**config.mk**
```make
export PLATFORM = sky130hd
export DESIGN_NAME = instr_fetch
export DESIGN_NICKNAME = d
export VERILOG_FILES = /design/src/rtl/core_pkg.sv /design/src/rtl/fetch_buf.sv /design/src/rtl/instr_fetch.sv
export SDC_FILE = /design/constraint.sdc
export NUM_CORES = 1
export LEC_CHECK = 0
export CAP_MARGIN = 30
export CORE_MARGIN = 5
export CORE_UTILIZATION = 55
export CTS_BUF_LIST = sky130_fd_sc_hd__clkbuf_4 sky130_fd_sc_hd__clkbuf_8 sky130_fd_sc_hd__clkbuf_16
export CTS_CLUSTER_SIZE = 30
export DETAILED_ROUTE_END_ITERATION = 16
export PLACE_DENSITY = 0.87
export SLEW_MARGIN = 25
export SYNTH_ARGS = -nofsm -noshare
export SYNTH_HDL_FRONTEND = slang
export SYNTH_SLANG_ARGS = --single-unit
```
**constraint.sdc**
```tcl
create_clock -name clk -period 3.35 [get_ports clk]
set_clock_uncertainty 0.05 [all_clocks]
set_input_delay 0.5025 -clock clk [delete_from_list [all_inputs] [get_ports clk]]
set_output_delay 0.5025 -clock clk [all_outputs]
set_load 0.01 [all_outputs]
```
**src/rtl/core_pkg.sv**
```systemverilog
// Shared widths, reset defaults and the fetch buffer entry type.
package core_pkg;

  localparam int XLEN    = 32;
  localparam int INSTR_W = 32;

  localparam logic [XLEN-1:0] DEFAULT_RESET_PC = 32'h0000_0000;
  localparam logic [XLEN-1:0] PC_INCR          = 32'd4;

  // One buffered fetch: the address and the word the ROM returned for it.
  typedef struct packed {
    logic [XLEN-1:0]    pc;
    logic [INSTR_W-1:0] instr;
  } fetch_entry_t;

endpackage

```
**src/rtl/fetch_buf.sv**
```systemverilog
// DEPTH-entry synchronous FIFO of fetch entries with a flush that empties it
// in one cycle. The caller must not push while full unless it also pops.
module fetch_buf
  import core_pkg::*;
#(
  parameter  int DEPTH = 2,
  localparam int PW    = $clog2(DEPTH),
  localparam int CW    = PW + 1
) (
  input  logic         clk,
  input  logic         rst_n,
  input  logic         push_i,
  input  logic         pop_i,
  input  logic         flush_i,
  input  fetch_entry_t wr_entry_i,
  output fetch_entry_t head_o,
  output logic [CW-1:0] count_o
);

  fetch_entry_t  mem_q [DEPTH];
  fetch_entry_t  mem_d [DEPTH];
  logic [PW-1:0] head_q, head_d;
  logic [PW-1:0] tail_q, tail_d;
  logic [CW-1:0] count_q, count_d;

  // Next pointer/count/storage; pointers wrap naturally since DEPTH is a power of two.
  always_comb begin
    mem_d   = mem_q;
    head_d  = head_q;
    tail_d  = tail_q;
    count_d = count_q;
    if (flush_i) begin
      head_d  = '0;
      tail_d  = '0;
      count_d = '0;
    end else begin
      if (push_i) begin
        mem_d[tail_q] = wr_entry_i;
        tail_d        = tail_q + PW'(1);
      end
      if (pop_i) begin
        head_d = head_q + PW'(1);
      end
      case ({push_i, pop_i})
        2'b10:   count_d = count_q + CW'(1);
        2'b01:   count_d = count_q - CW'(1);
        default: count_d = count_q;
      endcase
    end
  end

  // State registers; storage is cleared on reset so the head reads zero.
  always_ff @(posedge clk) begin
    if (!rst_n) begin
      for (int i = 0; i < DEPTH; i++) begin
        mem_q[i] <= '0;
      end
      head_q  <= '0;
      tail_q  <= '0;
      count_q <= '0;
    end else begin
      mem_q   <= mem_d;
      head_q  <= head_d;
      tail_q  <= tail_d;
      count_q <= count_d;
    end
  end

  assign head_o  = mem_q[head_q];
  assign count_o = count_q;

endmodule

```
**src/rtl/instr_fetch.sv**
```systemverilog
// Fetch stage: owns the PC, addresses the ROM, buffers returned words and
// hands instruction/PC pairs to decode. A redirect flushes and reloads the PC.
module instr_fetch
  import core_pkg::*;
#(
  parameter logic [XLEN-1:0] RESET_PC = DEFAULT_RESET_PC,
  parameter int              DEPTH    = 2
) (
  input  logic               clk,
  input  logic               rst_n,
  output logic [XLEN-1:0]    rom_addr_o,
  input  logic [INSTR_W-1:0] rom_instr_i,
  output logic               valid_o,
  input  logic               ready_i,
  output logic [INSTR_W-1:0] instr_o,
  output logic [XLEN-1:0]    pc_o,
  input  logic               redirect_i,
  input  logic [XLEN-1:0]    redirect_pc_i
);

  localparam int CW = $clog2(DEPTH) + 1;

  logic [XLEN-1:0] pc_q, pc_d;
  logic [CW-1:0]   count;
  fetch_entry_t    head;
  fetch_entry_t    wr_entry;
  logic            push;
  logic            pop;

  // valid_o depends only on registered count, so ready_i never reaches it.
  assign valid_o = (count != '0);
  assign pop     = valid_o & ready_i & ~redirect_i;
  // A full buffer still accepts a fetch when the head leaves in the same cycle.
  assign push    = ~redirect_i & ((count < CW'(DEPTH)) | pop);

  assign wr_entry.pc    = pc_q;
  assign wr_entry.instr = rom_instr_i;

  // Next PC: redirect wins, otherwise advance only when the fetched word is kept.
  always_comb begin
    pc_d = pc_q;
    if (redirect_i) begin
      pc_d = {redirect_pc_i[XLEN-1:2], 2'b00};
    end else if (push) begin
      pc_d = pc_q + PC_INCR;
    end
  end

  // PC register; reset takes priority over any redirect in the same cycle.
  always_ff @(posedge clk) begin
    if (!rst_n) begin
      pc_q <= RESET_PC;
    end else begin
      pc_q <= pc_d;
    end
  end

  fetch_buf #(
    .DEPTH (DEPTH)
  ) u_fetch_buf (
    .clk        (clk),
    .rst_n      (rst_n),
    .push_i     (push),
    .pop_i      (pop),
    .flush_i    (redirect_i),
    .wr_entry_i (wr_entry),
    .head_o     (head),
    .count_o    (count)
  );

  assign rom_addr_o = pc_q;
  assign instr_o    = head.instr;
  assign pc_o       = head.pc;

endmodule

```
## Word level (Yosys, flattened, before mapping)

Cells that the tools add are included.
Widths: inputs -> output; s select.

- Add/subtract/negate cells: 5
- $lt $le $gt $ge: 4
- Equal/unequal tests: 2
- Muxes and demuxes: 9
- Bitwise operators: 8
- Reductions and logical operators: 6

Operators with widths:

| kind | number |
|---|---|
| $mux 64 | 4 |
| $bwmux 128 | 1 |
| $demux 64 s1 | 1 |
| $mux 32 | 2 |
| $add 32x3->32 const B | 1 |
| $reduce_bool 2->1 | 3 |
| $ge 2x2->1 const B | 2 |
| $not 1->2 | 2 |
| $pmux 2 s2 | 1 |
| $and 1x1->1 | 3 |
| $add 1x1->1 const B | 2 |
| $add 2x1->2 const B | 1 |
| $eq 2x1->1 const B | 1 |
| $eq 2x2->1 const B | 1 |
| $lt 2x1->1 const B | 1 |
| $lt 2x2->1 const B | 1 |
| $not 1->1 | 2 |
| $reduce_and 2->1 | 1 |
| $reduce_or 2->1 | 1 |
| $sub 2x1->2 const B | 1 |
| $logic_and 1x1->1 | 1 |
| $or 1x1->1 | 1 |

- Register bits after elaboration: 164
- Bits of input ports: 68
- Output and inout port bits: 97
- Word-level logic and storage cells: 43

## Longest topological paths before layout

- Depth after elaboration: 7
- Depth in mapped cells: 10
- Gate-level depth less buffers: 7

## Cells and area by module

A second synthesis with hierarchy kept.

- Cells, all modules: 896
- Area, all modules: 7667.4 sq um

By module, submodules not included:

| module | times used | cells an instance | area each (sq um) | seq. area each (sq um) |
|---|---|---|---|---|
| fetch_buf | 1 | 646 | 5689.2 | 2642.5 |
| instr_fetch | 1 | 250 | 1978.1 | 600.6 |

## Least setup slack after synthesis

No wires, ideal clock.

- Kind: input port to flip-flop
- Start: input port redirect_i
- End: register u_fetch_buf.count_q[1] (netlist: u_fetch_buf.count_o[1])
- Arrival: 2321 ps
- Data required time: 3230 ps
- Path slack: 909 ps
- Cell stages on the path: 9
- Buffers on the path: 4
- Cells stage by stage: buf_6 inv_1 clkbuf_1 clkbuf_1 clkbuf_1 nand2_1 ha_1 or3_1 a21oi_1

- Word-level cells in the longest chain between the ends: 6
- Elaborated cells on any way between the ends: 9
- Those cells by class: 2 x eq/ne; 1 x mux; 4 x bitwise; 2 x reduce/logical

Ends and longest elaborated chain:

| item | RTL line | text |
|---|---|---|
| start: declaration | instr_fetch.sv:17 | `input logic redirect_i,` |
| $not 1->1 (no line) | - |  |
| $and 1x1->1 | instr_fetch.sv:32 | `assign pop = valid_o & ready_i & ~redirect_i;` |
| $or 1x1->1 | instr_fetch.sv:34 | `assign push = ~redirect_i & ((count < CW'(DEPTH)) \| pop);` |
| $and 1x1->1 | instr_fetch.sv:34 |  |
| $eq 2x1->1 / $eq 2x2->1 (equally long branches) | fetch_buf.sv:44 | `case ({push_i, pop_i})` |
| $pmux 2 s2 / $reduce_bool 2->1 (equally long branches) | - |  |
| end signal: assignment | fetch_buf.sv:65 | `count_q <= count_d;` |
| end: declaration | fetch_buf.sv:24 | `logic [CW-1:0] count_q, count_d;` |

Parallel ways exist; a longest one is shown, timed or not.
A chain may end at the register's enable or synchronous reset.

## Worst setup path after layout

- Start: register u_fetch_buf.head_q
- End: output port instr_o[11]

- Word-level cells in the longest chain between the ends: 4

Ends and longest elaborated chain:

| item | RTL line | text |
|---|---|---|
| start: declaration | fetch_buf.sv:22 | `logic [PW-1:0] head_q, head_d;` |
| start signal: assignment | fetch_buf.sv:58 | `head_q <= '0;` |
| start signal: assignment | fetch_buf.sv:63 | `head_q <= head_d;` |
| $not 1->2 (not written as such) | fetch_buf.sv:69 | `assign head_o = mem_q[head_q];` |
| $mux 64 (not written as such) (3 in series) | fetch_buf.sv:69 |  |
| end: declaration | instr_fetch.sv:15 | `output logic [INSTR_W-1:0] instr_o,` |

No other way between the ends. The select of a mux whose other input is x is not followed.

==> impl_results.md <==
- Critical Path Sink Type: primary output
- Flop pwr share: 43.1%
- Power Total: 4.76 mW
- P_int: 3.66 mW
- Hold Startpoint: u_fetch_buf.mem_q[95]
- VDD IR max: 0.299 mV
- Initial Utilization: 55.8%
- I/O Buffers: 158
- Synth Register Bits: 158
- Synth unique cells: 50
- Final hold violation count: 0
- Post-CTS Setup Bufs: 0
- Ports: 165
- DR WL/cell: 16.6 microns
- Main combinational cell family by area after synthesis: simple AND/OR/NAND/NOR gates
- CTS tree: yes
- Commonest non-fill, non-tap cell in the layout: nand2_1
- Run status: complete, no violations
- P&R area growth vs syn: 31.4%
- DIE AREA: 0.0158 sq mm
- Rel. slew slack: 41.0%
- Vias in the first global route: 6489
- DR iter-0 viols: 614
- CTS max path bufs: 2
- Nature of the critical path startpoint: flop
- Largest net degree at the start of global routing: 99
- Pre-Repair DR Iteration Count: 6
- Final routed DRC violation total: 0
- Non-Filler Instances: 1181
- Post-Route WL: 19600 microns
- H-Tree Depth: 4
- Routed Antenna Nets: 0
- Post-synthesis simple-gate area fraction: 21.1%
- Post-layout minimum cycle time: 2.78 ns
- R2r startpoint: rom_addr_o[9]
- Avg Inst Size Synth: 8.44 sq um
- Met2 Use GR: 41.5%
- Gpl congestion: 0.802
- Share of post-route cells with drive strength above 1: 12.1%
- Post-synthesis sequential area ratio: 43.0%
- Most frequent cells in the layout: nand2_1 (261), clkdlybuf4s50_1 (157), dfxtp_1 (157), a21boi_0 (124), mux2_2 (62)
- Rows: 42
- Gate power share: 11.8%
- Total GRT Usage: 24.7%
- Setup TNS: 0 ns
- DR vias/cell: 5.61
- RSZ-0062 raised after global routing: no
- Post-CTS sizing: 0
- GR Util met3: 6.10%
- Core ar.: 0.0132 sq mm
- Placed cell count: 1148
- Post-Syn Instances: 872
- First-pass GRT wire length: 32300 microns
- Min-delay worst type: reg2reg
- Number of synthesized flops with an enable pin: 0
- Synth Area in XOR/XNOR: 1.43%
- Ys Warns: 0
- Part of the cycle the worst path needs: 82.9%
- Ys async rst share: 0%
- Synth Flop Type: dfxtp_1
- Die H: 126 microns
- Compound-Gate Fraction of Synth Area: 20.1%
- Max-cap viol count: 0
- Met1 Use GR: 30.8%
- Nets@finish: 1061
- Slew Limit Fails: 0
- Gr busiest metal: met2
- Total CTS buffers: 17
- Fmax achieved: 360 MHz
- Hold_buf cts: 0
- CP Class: reg2out
- Clock-pin slew on the worst setup and hold paths: 0.06 ns
- Clock sink count: 158
- Worst setup path start: u_fetch_buf.head_q
- Via count: 6622
- Root Buffer: clkbuf_16
- Arrival time worst endpoint: 2.23 ns
- Net Sw Power: 1.10 mW
- Grt ovf: 0
- Die width: 126 microns
- Post-DP HPWL: 12500 microns
- Lkg Pwr: 3.45 nW
- Hold slack: 0.407 ns
- Worst-Margin Slew: 0.883 ns
- # setup viols final: 0
- CP max FO: 38
- Clk_lat worst skew: 0.43 ns
- Net Sw Frac: 23.1%
- Proportion of power drawn by the clock network: 45.1%
- Post-synthesis mux area share: 9.62%
- Synth Area in Adders: 0.340%
- Required @ worst endpoint: 2.80 ns
- Antenna violations before repair: 1
- Power Density: 492 mW/mm^2
- Synth Cell Area: 0.00736 sq mm
- Final core occ: 73.3%
-- synthesized netlist by cell type (3+ instances only) --
| cell type | number | area (sq um) |
|---|---|---|
| nand2_1 | 261 | 980 |
| dfxtp_1 | 158 | 3160 |
| a21boi_0 | 124 | 931 |
| clkbuf_1 | 63 | 236 |
| mux2_2 | 62 | 698 |
| o21ai_0 | 28 | 140 |
| a211oi_1 | 13 | 97.6 |
| nor2_1 | 12 | 45.0 |
| a21oi_1 | 11 | 55.1 |
| nand3_1 | 11 | 55.1 |
| and3_1 | 10 | 62.6 |
| nand4_1 | 10 | 62.6 |
| and4_1 | 9 | 78.8 |
| nor3_1 | 9 | 45.0 |
| xnor2_1 | 9 | 78.8 |
| or3_1 | 8 | 50.1 |
| a31oi_1 | 7 | 43.8 |
| nor2b_1 | 7 | 43.8 |
| inv_1 | 5 | 18.8 |
| a311oi_1 | 4 | 35.0 |
| buf_2 | 4 | 20.0 |
| buf_4 | 4 | 30.0 |
| and2_1 | 3 | 18.8 |
| nand2b_1 | 3 | 18.8 |
| or2_2 | 3 | 18.8 |
| xor2_1 | 3 | 26.3 |
-- critical path, cell delays in order, from the launching register on --
cell and delay (ns):
dfxtp_4 0.62, buf_12 0.31, mux2_2 0.36, clkdlybuf4s50_1 0.50
-- cells by family (layout without fill, tap and decap cells) --
logic type	after synthesis	in the layout
AOI/OAI and AO/OA	205	205
DFF	158	158
xor gates and xnor gates	12	12
adders and majority gates	2	2
other	1	5
and+or+nand+nor	353	353
muxes	63	63
buffers and inverters	78	207
-- power by group through the flow --
stage | registers, mW | clock network [mW] | logic (mW)
final | 2.05 | 2.14 | 0.562
after global routing | 2.06 | 2.25 | 0.610
after CTS | 2.05 | 2.17 | 0.564
after detailed placement | 2.09 | 0 | 0.559
after global placement | 2.09 | 0 | 0.550
after floorplan | 2.07 | 0 | 0.291
-- sequential cells by signal (all words and copies together), names as in the netlist --
register / flops
u_fetch_buf.count_o: 2
rom_addr_o: 30
u_fetch_buf.mem_q: 124
u_fetch_buf.head_q: 1
u_fetch_buf.tail_q: 1
-- metal layers --
layer	wire length (microns)	part of all wire, %
met3	1320	6.8
met1	8270	42
met5	0	0
met2	9580	49
met4	380	1.9
-- through the flow --
step / setup slack (ns) / cell area [sq um]
floorplan: 0.909 / 7370
global placement: 0.776 / 9000
detailed placement: 0.725 / 9000
CTS: 0.557 / 9670
global route: 0.493 / 9670
finish: 0.572 / 9670
-- final cells by class --
cell class / count / area (sq um)
diodes: 1 / 2.50
clock buffers: 22 / 482
clock inverters: 10 / 184
fillers: 966 / 3520
inverters: 5 / 18.8
multi-input cells: 639 / 3890
flip-flops and latches: 158 / 3170
well taps: 176 / 220
repair buffers: 170 / 1710
-- final timing paths --
| kind | to | slack (ns) | cells after the start |
|---|---|---|---|
| setup reg to reg | rom_addr_o[31] | 1.04 | 4 |
| hold / removal | u_fetch_buf.mem_q[95] | 0.41 | 2 |
| setup / recovery | instr_o[11] | 0.57 | 3 |
| hold reg to reg | u_fetch_buf.mem_q[95] | 0.41 | 2 |
Note: power is estimated with default switching activity, not from simulation.
